**src/rtl/uart_tx_serializer_if.sv**
```systemverilog
// rtl/uart_tx_serializer_if.sv - buffer-to-serializer handshake and serial line bundle
interface uart_tx_serializer_if #(
    parameter int BITWIDTH = 8
);
    logic [BITWIDTH-1:0] tdataIn;
    logic                ttxrdy;
    logic                tparityEn;
    logic                tparityOdd;
    logic                tTxd;
    logic                tBusy;
    logic                tLoad;
    logic                tDone;

    // Buffer side: offers bytes and frame options, observes the serializer.
    modport master (
        output tdataIn, ttxrdy, tparityEn, tparityOdd,
        input  tTxd, tBusy, tLoad, tDone
    );

    // Serializer side.
    modport slave (
        input  tdataIn, ttxrdy, tparityEn, tparityOdd,
        output tTxd, tBusy, tLoad, tDone
    );
endinterface

```
**src/rtl/uart_tx_serializer.sv**
```systemverilog
// rtl/uart_tx_serializer.sv - UART transmit serializer: start, LSB-first data, optional parity, stop bits
module uart_tx_serializer #(
    parameter int BITWIDTH     = 8,
    parameter int CLKS_PER_BIT = 16,
    parameter int NUM_STOP     = 1
) (
    input  logic                  tClk,
    input  logic                  tRst,
    uart_tx_serializer_if.slave   bus
);
    localparam int CW = $clog2(CLKS_PER_BIT);
    localparam int NW = $clog2(BITWIDTH + NUM_STOP + 1);

    typedef enum logic [2:0] {
        IDLE   = 3'd0,
        START  = 3'd1,
        DATA   = 3'd2,
        PARITY = 3'd3,
        STOP   = 3'd4
    } state_t;

    state_t              state, state_n;
    logic [CW-1:0]       cnt, cnt_n;
    logic [NW-1:0]       bitcnt, bitcnt_n;
    logic [BITWIDTH-1:0] shreg, shreg_n;
    logic                par_en, par_en_n;
    logic                par_bit, par_bit_n;
    logic                accept;
    logic                bit_end;

    logic                txd_q, busy_q, load_q, done_q;
    logic                txd_n, busy_n, load_n, done_n;

    assign bit_end = (cnt == CW'(CLKS_PER_BIT - 1));

    // State register and registered outputs; reset abandons any frame in flight.
    always_ff @(posedge tClk or posedge tRst) begin
        if (tRst) begin
            state   <= IDLE;
            cnt     <= '0;
            bitcnt  <= '0;
            shreg   <= '0;
            par_en  <= 1'b0;
            par_bit <= 1'b0;
            txd_q   <= 1'b1;
            busy_q  <= 1'b0;
            load_q  <= 1'b0;
            done_q  <= 1'b0;
        end else begin
            state   <= state_n;
            cnt     <= cnt_n;
            bitcnt  <= bitcnt_n;
            shreg   <= shreg_n;
            par_en  <= par_en_n;
            par_bit <= par_bit_n;
            txd_q   <= txd_n;
            busy_q  <= busy_n;
            load_q  <= load_n;
            done_q  <= done_n;
        end
    end

    // Next-state: baud counting, bit sequencing, and byte acceptance in IDLE or the last stop cycle.
    always_comb begin
        state_n   = state;
        cnt_n     = cnt;
        bitcnt_n  = bitcnt;
        shreg_n   = shreg;
        par_en_n  = par_en;
        par_bit_n = par_bit;
        accept    = 1'b0;

        case (state)
            IDLE: begin
                accept = bus.ttxrdy;
            end
            START: begin
                if (bit_end) begin
                    state_n  = DATA;
                    cnt_n    = '0;
                    bitcnt_n = '0;
                end else begin
                    cnt_n = cnt + CW'(1);
                end
            end
            DATA: begin
                if (bit_end) begin
                    cnt_n   = '0;
                    shreg_n = shreg >> 1;
                    if (bitcnt == NW'(BITWIDTH - 1)) begin
                        bitcnt_n = '0;
                        state_n  = par_en ? PARITY : STOP;
                    end else begin
                        bitcnt_n = bitcnt + NW'(1);
                    end
                end else begin
                    cnt_n = cnt + CW'(1);
                end
            end
            PARITY: begin
                if (bit_end) begin
                    state_n  = STOP;
                    cnt_n    = '0;
                    bitcnt_n = '0;
                end else begin
                    cnt_n = cnt + CW'(1);
                end
            end
            STOP: begin
                if (bit_end) begin
                    cnt_n = '0;
                    if (bitcnt == NW'(NUM_STOP - 1)) begin
                        if (bus.ttxrdy) begin
                            accept = 1'b1;
                        end else begin
                            state_n  = IDLE;
                            bitcnt_n = '0;
                        end
                    end else begin
                        bitcnt_n = bitcnt + NW'(1);
                    end
                end else begin
                    cnt_n = cnt + CW'(1);
                end
            end
            default: begin
                state_n = IDLE;
                cnt_n   = '0;
            end
        endcase

        // Accepting a byte snapshots data and parity options so later input changes cannot leak in.
        if (accept) begin
            state_n   = START;
            cnt_n     = '0;
            bitcnt_n  = '0;
            shreg_n   = bus.tdataIn;
            par_en_n  = bus.tparityEn;
            par_bit_n = (^bus.tdataIn) ^ bus.tparityOdd;
        end
    end

    // Output decode from the upcoming state so every output is a flop with no input-to-output path.
    always_comb begin
        txd_n  = 1'b1;
        busy_n = (state_n != IDLE);
        load_n = accept;
        done_n = (state_n == STOP) && (cnt_n == CW'(CLKS_PER_BIT - 1))
                 && (bitcnt_n == NW'(NUM_STOP - 1));
        case (state_n)
            START:   txd_n = 1'b0;
            DATA:    txd_n = shreg_n[0];
            PARITY:  txd_n = par_bit_n;
            default: txd_n = 1'b1;
        endcase
    end

    assign bus.tTxd  = txd_q;
    assign bus.tBusy = busy_q;
    assign bus.tLoad = load_q;
    assign bus.tDone = done_q;
endmodule

```
**src/flat_wrapper.sv**
```systemverilog
// flat-port wrapper written by rule: the top's interface ports become plain ports
module uart_tx_serializer_flat 
#(
    parameter int BITWIDTH     = 8,
    parameter int CLKS_PER_BIT = 16,
    parameter int NUM_STOP     = 1
)
  (tClk, tRst, bus_tdataIn, bus_ttxrdy, bus_tparityEn, bus_tparityOdd, bus_tTxd, bus_tBusy, bus_tLoad, bus_tDone);
  uart_tx_serializer_if #(.BITWIDTH(BITWIDTH)) bus_i ();
  input  logic tClk;
  input  logic tRst;
  input wire logic [$bits(bus_i.tdataIn)-1:0] bus_tdataIn;
  input wire logic [$bits(bus_i.ttxrdy)-1:0] bus_ttxrdy;
  input wire logic [$bits(bus_i.tparityEn)-1:0] bus_tparityEn;
  input wire logic [$bits(bus_i.tparityOdd)-1:0] bus_tparityOdd;
  output wire logic [$bits(bus_i.tTxd)-1:0] bus_tTxd;
  output wire logic [$bits(bus_i.tBusy)-1:0] bus_tBusy;
  output wire logic [$bits(bus_i.tLoad)-1:0] bus_tLoad;
  output wire logic [$bits(bus_i.tDone)-1:0] bus_tDone;
  assign bus_i.tdataIn = bus_tdataIn;
  assign bus_i.ttxrdy = bus_ttxrdy;
  assign bus_i.tparityEn = bus_tparityEn;
  assign bus_i.tparityOdd = bus_tparityOdd;
  assign bus_tTxd = bus_i.tTxd;
  assign bus_tBusy = bus_i.tBusy;
  assign bus_tLoad = bus_i.tLoad;
  assign bus_tDone = bus_i.tDone;
  uart_tx_serializer #(.BITWIDTH(BITWIDTH), .CLKS_PER_BIT(CLKS_PER_BIT), .NUM_STOP(NUM_STOP)) u_core (.tClk(tClk), .tRst(tRst), .bus(bus_i));
endmodule
```
**config.mk**
```make
export PLATFORM = sky130hd
export DESIGN_NAME = uart_tx_serializer_flat
export DESIGN_NICKNAME = d
export VERILOG_FILES = /design/src/rtl/uart_tx_serializer_if.sv /design/src/rtl/uart_tx_serializer.sv /design/src/flat_wrapper.sv
export SDC_FILE = /design/constraint.sdc
export NUM_CORES = 1
export LEC_CHECK = 0
export ABC_AREA = 0
export CAP_MARGIN = 20
export CORE_MARGIN = 4
export CORE_UTILIZATION = 35
export DETAILED_ROUTE_END_ITERATION = 10
export PLACE_DENSITY = 0.59
export SLEW_MARGIN = 20
export SYNTH_ARGS = -nofsm -noshare
export SYNTH_HDL_FRONTEND = slang
export SYNTH_SLANG_ARGS = --single-unit
```
**constraint.sdc**
```tcl
create_clock -name tClk -period 2.1 [get_ports tClk]
set_clock_uncertainty 0.1 [all_clocks]
set_input_delay 0.315 -clock tClk [delete_from_list [all_inputs] [get_ports tClk]]
set_output_delay 0.315 -clock tClk [all_outputs]
set_load 0.02 [all_outputs]
```
==> After elaboration in Yosys (flattened, before gate mapping) <==
Index checks and enable logic that the tools add are counted.
{ "op_classes": {"addsub": 2, "n_eq_ne": 11, "muxes": 30, "n_bitwise": 1, "reduce_logical": 12} }
{ "op_table": {"columns": ["op", "count"], "rows": [
  ["4-bit two-way mux", 9],
  ["3-bit two-way mux", 9],
  ["8-bit two-way mux", 3],
  ["3-bit one-hot mux with 5 select lines", 1],
  ["3-bit by 2-bit == test with 1-bit output (second input constant)", 4],
  ["4-bit one-hot mux with 3 select lines", 1],
  ["4-bit by 1-bit adder with 4-bit output (second input constant)", 2],
  ["4-bit == test (second input constant)", 2],
  ["4-bit zero test", 2],
  ["4-bit one-hot mux with 2 select lines", 1],
  ["8-bit parity", 1],
  ["3-bit by 1-bit == test with 1-bit output (second input constant)", 2],
  ["3-bit == test (second input constant)", 2],
  ["4-bit by 3-bit == test with 1-bit output (second input constant)", 1],
  ["1-bit two-way mux", 4],
  ["2-bit nonzero test", 2],
  ["4-bit OR reduction", 1],
  ["3-bit zero test", 1],
  ["1-bit one-hot mux with 3 select lines", 1],
  ["3-bit nonzero test", 1],
  ["1-bit logical AND", 2],
  ["1-bit one-hot mux with 2 select lines", 1],
  ["2-bit AND reduction", 1],
  ["2-bit OR reduction", 1],
  ["1-bit bitwise XOR", 1]
]} }
{ "totals": {"regBits": 25, "in_bits": 13, "elab_cells": 67} }

==> Longest topological paths before layout <==
{ "logic_depth": {"word_depth": 8, "depth_mapped": 9} }

==> Least setup slack after synthesis <==
No wires, ideal clock.
{ "synth_path": {"path_kind": "flip-flop to flip-flop", "from": "reg u_core.cnt[0]", "to": "reg u_core.busy_q (netlist: u_core.bus.tBusy)", "t_arrival_ps": 1788, "path_slack_ps": 80, "stages_incl_launch_ff": 9, "period_less_slack_ps": 2020, "path_cell_list": "dfrtp_1 -> ha_1 -> buf_6 -> nand3_2 -> o21ai_1 -> nand3_2 -> clkinv_4 -> or2_1 -> or3_1"} }
{ "synth_via": {"elab_chain_len": 5, "elab_cells_between_ends": 10} }
{ "synth_rtl": {"columns": ["element", "line_no", "rtl"], "rows": [
  ["from (decl)", "uart_tx_serializer.sv:23", "logic [CW-1:0] cnt, cnt_n;"],
  ["from (signal assigned)", "uart_tx_serializer.sv:51", "cnt <= cnt_n;"],
  ["4-bit == test (*)", "uart_tx_serializer.sv:34", "assign bit_end = (cnt == CW'(CLKS_PER_BIT - 1));"],
  ["3-bit two-way mux (tied with other cells)", "uart_tx_serializer.sv:110", "if (bit_end) begin"],
  ["3-bit one-hot mux with 5 select lines / 1-bit one-hot mux with 2 select lines (equally long branches)", "uart_tx_serializer.sv:73", "case (state)"],
  ["3-bit two-way mux (*)", "uart_tx_serializer.sv:133", "if (accept) begin"],
  ["named net u_core.state_n[0]", "uart_tx_serializer.sv:22", "state_t state, state_n;"],
  ["3-bit nonzero test (*)", "uart_tx_serializer.sv:146", "busy_n = (state_n != IDLE);"],
  ["named net u_core.busy_n", "uart_tx_serializer.sv:32", "logic txd_n, busy_n, load_n, done_n;"],
  ["to (signal assigned)", "uart_tx_serializer.sv:57", "busy_q <= busy_n;"],
  ["to (decl)", "uart_tx_serializer.sv:31", "logic txd_q, busy_q, load_q, done_q;"]
]} }
The timed path passes the listed nets; every way through them passes the cells marked *.
A chain may end at the register's enable or synchronous reset.

==> Worst setup path in the final report <==
{ "layout_path": {"from": "reg u_core.bitcnt[1]", "to": "reg u_core.done_q (netlist: u_core.bus.tDone)"} }
{ "layout_via": {"elab_chain_len": 8, "elab_cells_between_ends": 26} }
{ "layout_rtl": {"columns": ["element", "line_no", "rtl"], "rows": [
  ["from (decl)", "uart_tx_serializer.sv:24", "logic [NW-1:0] bitcnt, bitcnt_n;"],
  ["from (signal assigned)", "uart_tx_serializer.sv:52", "bitcnt <= bitcnt_n;"],
  ["parallel branches: the longest is 7 deep, another holds 4-bit by 1-bit adder with 4-bit output", null, null],
  ["1-bit logical AND (*)", "uart_tx_serializer.sv:149", "&& (bitcnt_n == NW'(NUM_STOP - 1));"],
  ["named net u_core.done_n", "uart_tx_serializer.sv:32", null],
  ["to (signal assigned)", "uart_tx_serializer.sv:59", "done_q <= done_n;"],
  ["to (decl)", "uart_tx_serializer.sv:31", null]
]} }
Mark *: on every way through the listed nets, which the timed path passes.

==> metrics.md <==
| Metric | Value |
|---|---|
| Outcome | completed |
| Unrepaired setup endpoints after global routing | yes |
| CTS Buf Count | 3 |
| Worst min path class | input pin to async pin |
| Placeable Area | about 0.0044 mm^2 |
| Vias/cell | roughly 5.6 |
| Row count | 24 |
| Leak | roughly 0.87 nW |
| Via count | roughly 1400 |
| WS Path Type | flip-flop to flip-flop |
| First-pass GRT wire length | between 6000 and 7000 um |
| Routed wire length per instance | 15.7 um |
| Hold Buf Count CTS | 0 |
| Die width | between 70 and 80 um |
| Largest net degree at the start of global routing | 14 |
| Die height | 75.5 um |
| Post-DP HPWL | about 3000 um |
| Drt total wl | 3960 um |
| Final net count | about 220 |
| Final non-filler cell total | roughly 250 |
| Count of input and output buffers | 16 |
| Fillers | approximately 430 |
| Seq/Total Area, Yosys | 39.4% |
| Worst-skew pair later-pin latency | 0.26 ns |
| Fmax | 492 MHz |
| Endpoints failing setup | 0 |
| Max rail drop VDD | 0.450 mV |
| Routability cong. | between 0.8 and 0.9 |
| Share of layout cells above drive strength 1 | approximately 26% |
| Clock net sink count | 25 |
| Vias in the first global route | roughly 1500 |
| Flip-flop and latch count after synthesis | 25 |
| YS warnings | 0 |
| Initial antenna violation count | 0 |
| Syn nets | approximately 180 |
| Max cap viols | 0 |
| Drt first pass iters | 4 |
| Fin. Hold Viols | 0 |
| Placed cells | around 250 |
| Max Root-Sink Buffers | 2 |
| Commonest cells after routing, fill and taps aside | buf_4 (22), dfrtp_1 (22), clkdlybuf4s50_1 (16) |
| Pwr per Cell Area | 1020 mW/mm^2 |
| Post-route minimum period | a little over 2 ns |
| Initial Util | a little over a third |
| Fin crit share | 96.7% |
| Total power | 2.09 mW |
| 1st-iter DRT viols | 119 |
| Post-Synthesis Cells | around 160 |
| CP Capture Type | flip-flop |
| Top_reg_cell synth | dfrtp_1 |
| GRT overflow | 0 |
| Post-synth EDFFs | 0 |
| Hold_ws | approximately 0.25 ns |
| Post-route DRC | 0 |
| CTS tree | done |
| Full die area | approximately 0.0057 mm^2 |
| Startpoint class of the critical path | flip-flop |
| Worst slew pin tran | ~0.45 ns |
| Io pins | 17 |
| Post-DRT Antenna Nets | 0 |
| Worst slew margin | 69.9% |
| Critical path required time | 2.20 ns |
| Synth Cell Area | between 0.0015 and 0.002 mm^2 |
| CTS clock-pin slew for the worst setup and hold paths | about 0.090 ns |
| Data arrival time of the worst path | 2.13 ns |
| Clk root buf | clkbuf_8 |
| Slew Viols, Final | 0 |
| Area delta synth->final | 28.3% |
| Max H-tree Level | 1 |
| Placed Area | ~0.0019 mm^2 |
| Diodes inserted | 0 |
| Worst-path fanout max | 3 |
| Netlist cell types | 62 |
| Total track usage | between 10% and 20% |
| Ys async rst share | 100% |
| Setup TNS | 0 ns |
| Synthesized area per cell | 9.77 um^2 |
| Fin area | a little over 0.002 mm^2 |
-- state kept, by name, summed over array words and instances, names as in the netlist --
register          cells
u_core.bus.tBusy      1
u_core.state          3
u_core.par_en         1
u_core.bitcnt         4
u_core.par_bit        1
u_core.shreg          8
u_core.bus.tDone      1
u_core.bus.tLoad      1
u_core.bus.tTxd       1
u_core.cnt            4
-- timing repair --
| action | in CTS | in global routing |
|---|---|---|
| gates resized for setup | 1 | 12 |
| endpoints found under the setup margin | 1 | 12 |
| setup buffers | 0 | 3 |
| pin swaps | 0 | 2 |
-- cell usage after synthesis, drive strengths merged, types with 2 or more instances --
library cell	instances	area, um^2
a21oi	8	40.0
nor3	3	26.3
or2	3	18.8
or3	3	18.8
dfrtp	24	601
a22o	6	52.6
o21bai	2	15.0
nand2b	2	12.5
nand4	3	18.8
xnor2	8	70.1
inv	8	30.0
nor4	2	12.5
o21ai	10	53.8
o21a	2	15.0
nand2	14	52.6
nand3	7	45.0
a21o	8	61.3
or3b	2	17.5
nor2	7	26.3
a311oi	2	23.8
and4b	2	20.0
ha	3	37.5
buf	5	46.3
a2bb2oi	2	23.8
-- layer usage --
| layer | up-vias | global-route usage, % | part of all wire, % |
|---|---|---|---|
| met5 | - | 0 | 0 |
| met4 | 0 | 6.80 | 3.0 |
| met3 | 14 | 1.98 | 4.0 |
| met2 | 42 | 23.5 | 49 |
| met1 | 670 | 20.3 | 44 |
| li1 | 680 | - | - |
-- power by group --
part           internal (mW)  switching, mW
logic                  0.497          0.468
clock network          0.135          0.144
registers              0.660          0.183
-- logic make-up (layout without fill, tap and decap cells) --
| logic type | Yosys count | after routing | synth area share [%] |
|---|---|---|---|
| AOI/OAI and AO/OA | 53 | 53 | 25.1 |
| DFF | 25 | 25 | 39.4 |
| muxes | 1 | 1 | 0.628 |
| adders and majority gates | 3 | 3 | 2.36 |
| buffers and inverters | 15 | 52 | 5.81 |
| and+or+nand+nor | 57 | 57 | 21.8 |
| xor gates and xnor gates | 9 | 9 | 4.95 |
-- worst max-delay path, stage by stage (launching register included) --
cell       delay (ns)
dfrtp_1          0.41
inv_2            0.08
ha_2             0.18
or3b_4           0.42
a2bb2oi_4        0.18
o2bb2ai_2        0.08
o41ai_2          0.29
and4b_1          0.21
-- layout make-up --
| type | count | area [um^2] | share of cell area [%] |
|---|---|---|---|
| Inverter | 9 | 38.8 | 1.90 |
| Clock buffer | 4 | 45.0 | 2.20 |
| Sequential cell | 25 | 629 | 30.8 |
| Tap cell | 52 | 65.1 | 3.18 |
| Timing Repair Buffer | 39 | 345 | 16.9 |
| Multi-Input combinational cell | 123 | 920 | 45.0 |
-- final timing paths --
path                                                to                         from  slack (ns)  depth (start not counted)
max in group asynchronous    u_core.state[2]$_DFF_PP0_                         tRst        1.14                          3
min in group tClk          u_core.shreg[2]$_DFFE_PP0P_  u_core.shreg[2]$_DFFE_PP0P_        0.39                          1
max                         u_core.bus.tDone$_DFF_PP0_   u_core.bitcnt[1]$_DFF_PP0_        0.07                          7
max reg2reg                 u_core.bus.tDone$_DFF_PP0_   u_core.bitcnt[1]$_DFF_PP0_        0.07                          7
min                        u_core.shreg[2]$_DFFE_PP0P_                         tRst        0.25                          2
min reg2reg                u_core.shreg[2]$_DFFE_PP0P_  u_core.shreg[2]$_DFFE_PP0P_        0.39                          1
-- stage by stage --
stage | utilization (%) | setup slack (ns)
detailed placement | 43.9 | 0.0240
CTS | 45.0 | 0.00543
global route | 46.6 | -0.0294
floorplan | - | 0.0803
finish | 46.6 | 0.0692
global placement | 43.9 | 0.0164
Power figures use the tool's default switching activity.
==> patch 1: new RTL, same settings <==
`BITWIDTH` is set to 8 in 3 places; all go to 4.
--- a/src/rtl/uart_tx_serializer_if.sv
+++ b/src/rtl/uart_tx_serializer_if.sv
@@ -1,6 +1,6 @@
 // rtl/uart_tx_serializer_if.sv - buffer-to-serializer handshake and serial line bundle
 interface uart_tx_serializer_if #(
-    parameter int BITWIDTH = 8
+    parameter int BITWIDTH = 4
 );
     logic [BITWIDTH-1:0] tdataIn;
     logic                ttxrdy;
--- a/src/rtl/uart_tx_serializer.sv
+++ b/src/rtl/uart_tx_serializer.sv
@@ -1,6 +1,6 @@
 // rtl/uart_tx_serializer.sv - UART transmit serializer: start, LSB-first data, optional parity, stop bits
 module uart_tx_serializer #(
-    parameter int BITWIDTH     = 8,
+    parameter int BITWIDTH     = 4,
     parameter int CLKS_PER_BIT = 16,
     parameter int NUM_STOP     = 1
 ) (
--- a/src/flat_wrapper.sv
+++ b/src/flat_wrapper.sv
@@ -1,7 +1,7 @@
 // flat-port wrapper written by rule: the top's interface ports become plain ports
 module uart_tx_serializer_flat 
 #(
-    parameter int BITWIDTH     = 8,
+    parameter int BITWIDTH     = 4,
     parameter int CLKS_PER_BIT = 16,
     parameter int NUM_STOP     = 1
 )
Ports: changed (resized bus_tdataIn); port bits go from 17 to 13. The function was not compared with the original's and may differ.
==> patch 1 against the original RTL <==
- combinational power up 3.4%
- routed wire length down 29%
- power down 3.7%
- die area down 18%
- worst setup slack better by 0.026 ns
- sequential power down 15%
- sequential cell count down 5
- final area down 20%
- maximum frequency up 1.3%
- synthesized area down 20%
- highest routed layer unchanged
==> patch 1: results (changes against the original RTL) <==
[status]
run_status = complete, no violations  ; unchanged

[cells_and_area]
fin_nets = 171  ; was 217
insertedDiodeCount = 0  ; unchanged
layout_top_registers = u_core.cnt: 4 flops, u_core.shreg: 4 flops  ; was u_core.shreg: 8 flops, u_core.bitcnt: 4 flops, u_core.cnt: 4 flops
final_layout_size_suffix_gt1_share_pct = 25.6  ; was 25.5%

[detailed_routing]
detailedRoute.firstIterationViolations = 50  ; was 119
post_detailed_route_via_to_cell_ratio = 5.32  ; was 5.58
wl_per_cell_um = 13.9  ; was 15.7 um
drt_pass1_iterations = 6  ; was 4

[critical_path]
reg2reg_to = u_core.bus.tTxd  ; was u_core.bus.tDone
cpPeakStageDelay_ns = 0.40  ; was 0.42 ns
timing.reg2reg.setup_slack_ns = 0.1  ; was 0.07 ns
critical_path.slowest_cell = dfrtp_1  ; was or3b_4
worst-endpoint-arrival_ns = 2.09  ; was 2.13 ns
critical_path.reg2reg.startpoint = u_core.bitcnt[0]  ; was u_core.bitcnt[1]
r2r.worst_path.cells = 9  ; was 7

[global_route]
grt_max_degree = 21  ; was 14
first_pass_grt_wire_length_um = 4830  ; was 6650 um
number_of_global_route_vias_before_repair = 1030  ; was 1,457
grtUsageTotal_pct = 13.8  ; was 14.9%

[synth]
synth_fp_nets = 146  ; was 179
fraction_of_registers_with_async_set_reset_pct = 100  ; unchanged
synth_cell_type_count = 51  ; was 62
synth_seq_area_share_pct = 39.2  ; was 39.4%
synth_warnings = 0  ; unchanged
synth_commonest_cells = dfrtp_1 (19), nor2_1 (9), inv_1 (8), nand2_1 (8), a21oi_1 (7)  ; was dfrtp_1 (24), nand2_1 (14), a21oi_1 (8), xnor2_1 (8)
ys_top_cells_by_area = dfrtp_1 (37%), ha_1 (4.9%), a21o_1 (2.9%), a21oi_1 (2.7%), nor2_1 (2.6%)  ; was dfrtp_1 (38%), xnor2_1 (4.4%), a21o_1 (3.3%), nand2_1 (3.3%), a22o_1 (3.3%)

[clock_network]
cts-buffers-inserted = 3  ; unchanged
cts_buffer_depth = 2  ; unchanged
cts.reportedPaths.clkPinSlew_ns = 0.07  ; was 0.09 ns
worstSkewPairLatency_ns = 0.26  ; about the same

[power]
ir_worst_vdd_v = 0.000524  ; was 0.000450 V
static-leakage-power_nw = 0.712  ; was 0.873 nW

[placement]
gpl.final_weighted_congestion = 0.836  ; was 0.857
detailedPlacementHpwl_um = 2050  ; was 2990 um
io_buffer_count = 12  ; was 16

[sta]
slew-limit-headroom_pct = 71.9  ; was 69.9%

-- patch 1: cell types whose count changed after synthesis, moves of 3 or more --
cell     change
a22oi_1      +4
a22o_1       -4
nand4_1      -3
xnor2_1      -6
dfrtp_1      -5
nor2b_1      +3
nand2_1      -6
-- patch 1: where the power goes --
group / switching, mW / internal, mW / total, mW
clock network: 0.128 / 0.167 / 0.295
logic: 0.490 / 0.508 / 0.998
registers: 0.173 / 0.545 / 0.718
total: 0.790 / 1.22 / 2.01
-- patch 1: repair_timing --
action	4_1_cts	5_1_grt
resized for setup	0	13
endpoints found under the setup margin	0	2
setup buffers	0	2
-- patch 1: final cells by class --
type,instances,area (um^2)
clock buffer,4,55.1
fill,328,1800
inverter,9,33.8
multi-input combinational,97,766
sequential,20,503
tap,46,57.6
timing repair buffer,26,225
-- patch 1: per-stage QoR --
step                      area (um^2)  hold slack [ns]  instances  setup WS (ns)
after CTS                        1560            0.284        200        0.00177
after detailed placement         1500            0.382        196        -0.0926
final                            1640            0.276        202         0.0951
after global routing             1640            0.289        202       -0.00249
after global placement           1500            0.376        196        -0.0724
after floorplan                  1280            0.178        132         0.0112
-- patch 1: critical path, delay by kind of cell (launching register included) --
| kind | cells | cell delay, ns |
|---|---|---|
| mux | 2 | 0.56 |
| flops | 1 | 0.40 |
| simple gates | 3 | 0.33 |
| buf+inv | 2 | 0.22 |
| fa+ha+maj | 1 | 0.18 |
| compound gates | 1 | 0.15 |
-- patch 1: per-layer routing --
metal | part of all wire (%) | GRT usage [%] | up-vias
met3 | 3.5 | 1.97 | 5
met2 | 50 | 22.1 | 26
met4 | 1.5 | 5.21 | 0
met5 | 0 | 0 | -
li1 | - | - | 521
met1 | 45 | 18.6 | 522
-- patch 1: how the worst max path moves through the flow --
stage                      from               end  slack [ns]  cells after the start
6_report       u_core.bitcnt[0]   u_core.bus.tTxd         0.1                      9
5_1_grt           u_core.cnt[1]   u_core.bus.tTxd      -0.002                      8
4_1_cts           u_core.cnt[1]  u_core.bus.tDone       0.002                      6
3_5_place_dp     bus_tdataIn[2]   u_core.bus.tTxd       -0.09                      6
3_3_place_gp     bus_tdataIn[2]   u_core.bus.tTxd       -0.07                      6
2_1_floorplan     u_core.cnt[0]   u_core.bus.tTxd        0.01                      8
-- patch 1: cell families (layout without fill, tap and decap cells) --
family | count (synthesis) | count (layout) | share of synthesized area, %
simple gates | 44 | 44 | 19.6
compound gates | 40 | 40 | 22.6
flops | 20 | 20 | 39.2
buf+inv | 15 | 39 | 6.35
fa+ha+maj | 5 | 5 | 4.89
xor+xnor | 5 | 5 | 4.50
mux | 3 | 3 | 2.83
==> patch 2: new RTL, same flow settings <==
Made on the original files. Encoding of `state_t`: now one-hot (5 bits for 5 states).
--- a/src/rtl/uart_tx_serializer.sv
+++ b/src/rtl/uart_tx_serializer.sv
@@ -11,12 +11,12 @@
     localparam int CW = $clog2(CLKS_PER_BIT);
     localparam int NW = $clog2(BITWIDTH + NUM_STOP + 1);
 
-    typedef enum logic [2:0] {
-        IDLE   = 3'd0,
-        START  = 3'd1,
-        DATA   = 3'd2,
-        PARITY = 3'd3,
-        STOP   = 3'd4
+    typedef enum logic [4:0] {
+        IDLE   = 5'b00001,
+        START  = 5'b00010,
+        DATA   = 5'b00100,
+        PARITY = 5'b01000,
+        STOP   = 5'b10000
     } state_t;
 
     state_t              state, state_n;
Formal check against the unedited RTL: same outputs for any inputs over 10 cycles, from zero or initial values and one cycle with tRst high; not proved beyond that.
==> patch 2 against the original RTL <==
- worst setup slack got worse by 0.044 ns
- routed wire length increased by 6.3%
- synthesized area increased by 7.4%
- final area increased by 13%
- sequential cell count increased by 2
- maximum frequency decreased by 2.1%
Power is not compared: it rests on default switching activity, and its combinational part moved more than twofold at a synthesized area within 25%.
==> patch 2: results (changes against the original RTL) <==
[placement]
worst_slack_after_detailed_placement_ns = -0.0460  ; was 0.0240 ns
detailedPlacementHpwl_um = 3230  ; was 2990 um
cell_count_after_placement = 279  ; was 245

[critical_path]
cpPeakStageDelay_ns = 0.54  ; was 0.42 ns
worst-endpoint-arrival_ns = 2.15  ; was 2.13 ns
timing.reg2reg.setup_slack_ns = 0.03  ; was 0.07 ns
critical_path.slowest_cell = or4_4  ; was or3b_4
critical_path.reg2reg.startpoint = u_core.state[3]  ; was u_core.bitcnt[1]
cp_max_fo = 6  ; was 3

[clock_network]
worstSkewPairLatency_ns = 0.28  ; was 0.26 ns
cts_num_sinks = 27  ; was 25
post_cts_resize_count = 7  ; was 1

[cells_and_area]
n_all_inverters = 14  ; was 9
clkCellAreaFrac_pct = 2.16  ; was 2.20%
synthToLayoutAreaGrowth_pct = 35.3  ; was 28.3%
seq-cell-share_pct = 29.5  ; was 30.8%
fillerInstances = 440  ; was 432
fin_nets = 238  ; was 217
layout_top_registers = u_core.shreg: 8 flops, u_core.state: 5 flops  ; was u_core.shreg: 8 flops, u_core.bitcnt: 4 flops, u_core.cnt: 4 flops
n_multi_input_combinational_cell = 129  ; was 123
instances_no_fill = 288  ; was 252
multi_input_area_share_pct = 44.9  ; was 45.0%
final_layout_size_suffix_gt1_share_pct = 33.5  ; was 25.5%
num-nonclk-buffers = 47  ; was 39

[global_route]
grtUsageTotal_pct = 14.9  ; about the same
grt_max_degree = 18  ; was 14
number_of_global_route_vias_before_repair = 1441  ; was 1,457
grt.met2_usage_pct = 22.9  ; was 23.5%
first_pass_grt_wire_length_um = 7130  ; was 6650 um
met1_usage_pct = 21.1  ; was 20.3%

[sta]
transition_at_the_pin_with_the_smallest_max_transition_slack_ns = 0.456  ; was 0.448 ns
holdWs_ns = 0.200  ; was 0.249 ns

[detailed_routing]
met3RoutedLength_um = 99  ; was 160 um
wl_um = 4210  ; was 3960 um

[synth]
ys_top_cells_by_area = dfrtp_1 (37%), o21ai_0 (4.4%), xnor2_1 (4.1%), a22oi_1 (4.0%), dfstp_2 (3.1%)  ; was dfrtp_1 (38%), xnor2_1 (4.4%), a21o_1 (3.3%), nand2_1 (3.3%), a22o_1 (3.3%)
synth_commonest_cells = dfrtp_1 (25), o21ai_0 (15), inv_1 (13), nand2_1 (13), nor2_1 (12)  ; was dfrtp_1 (24), nand2_1 (14), a21oi_1 (8), xnor2_1 (8)
synth_fp_nets = 193  ; was 179
synth_cell_type_count = 57  ; was 62

[floorplan]
coreArea_mm2 = 0.00472  ; was 0.00438 mm^2

[status]
run_status = complete, no violations  ; unchanged

patch 2: cell families after synthesis:
kind of cell / after synthesis / synth area share [%]
DFF: 27 / 39.6
buffers and inverters: 21 / 6.07
adders and majority gates: 3 / 2.19
muxes: 2 / 1.32
xor gates and xnor gates: 11 / 6.07
and+or+nand+nor: 65 / 25.0
AOI/OAI and AO/OA: 48 / 19.7
patch 2: how the worst max path moves through the flow:
stage                           startpoint               end  slack [ns]  cells after the start
final                      u_core.state[3]  u_core.bus.tDone        0.03                      7
after global routing       u_core.state[0]  u_core.bus.tDone       -0.06                      7
after CTS                  u_core.state[2]  u_core.bus.tDone       0.007                      6
after detailed placement   u_core.state[1]  u_core.bus.tDone       -0.05                      7
after global placement     u_core.state[1]  u_core.bus.tDone       -0.05                      7
after floorplan           u_core.bitcnt[0]  u_core.bus.tDone        0.14                      8
patch 2: power by group:
group / internal [mW] / switching [mW]
Clock: 0.140 / 0.182
Sequential: 0.520 / 0
Combinational: 0.0398 / 0.0295
Total: 0.699 / 0.211
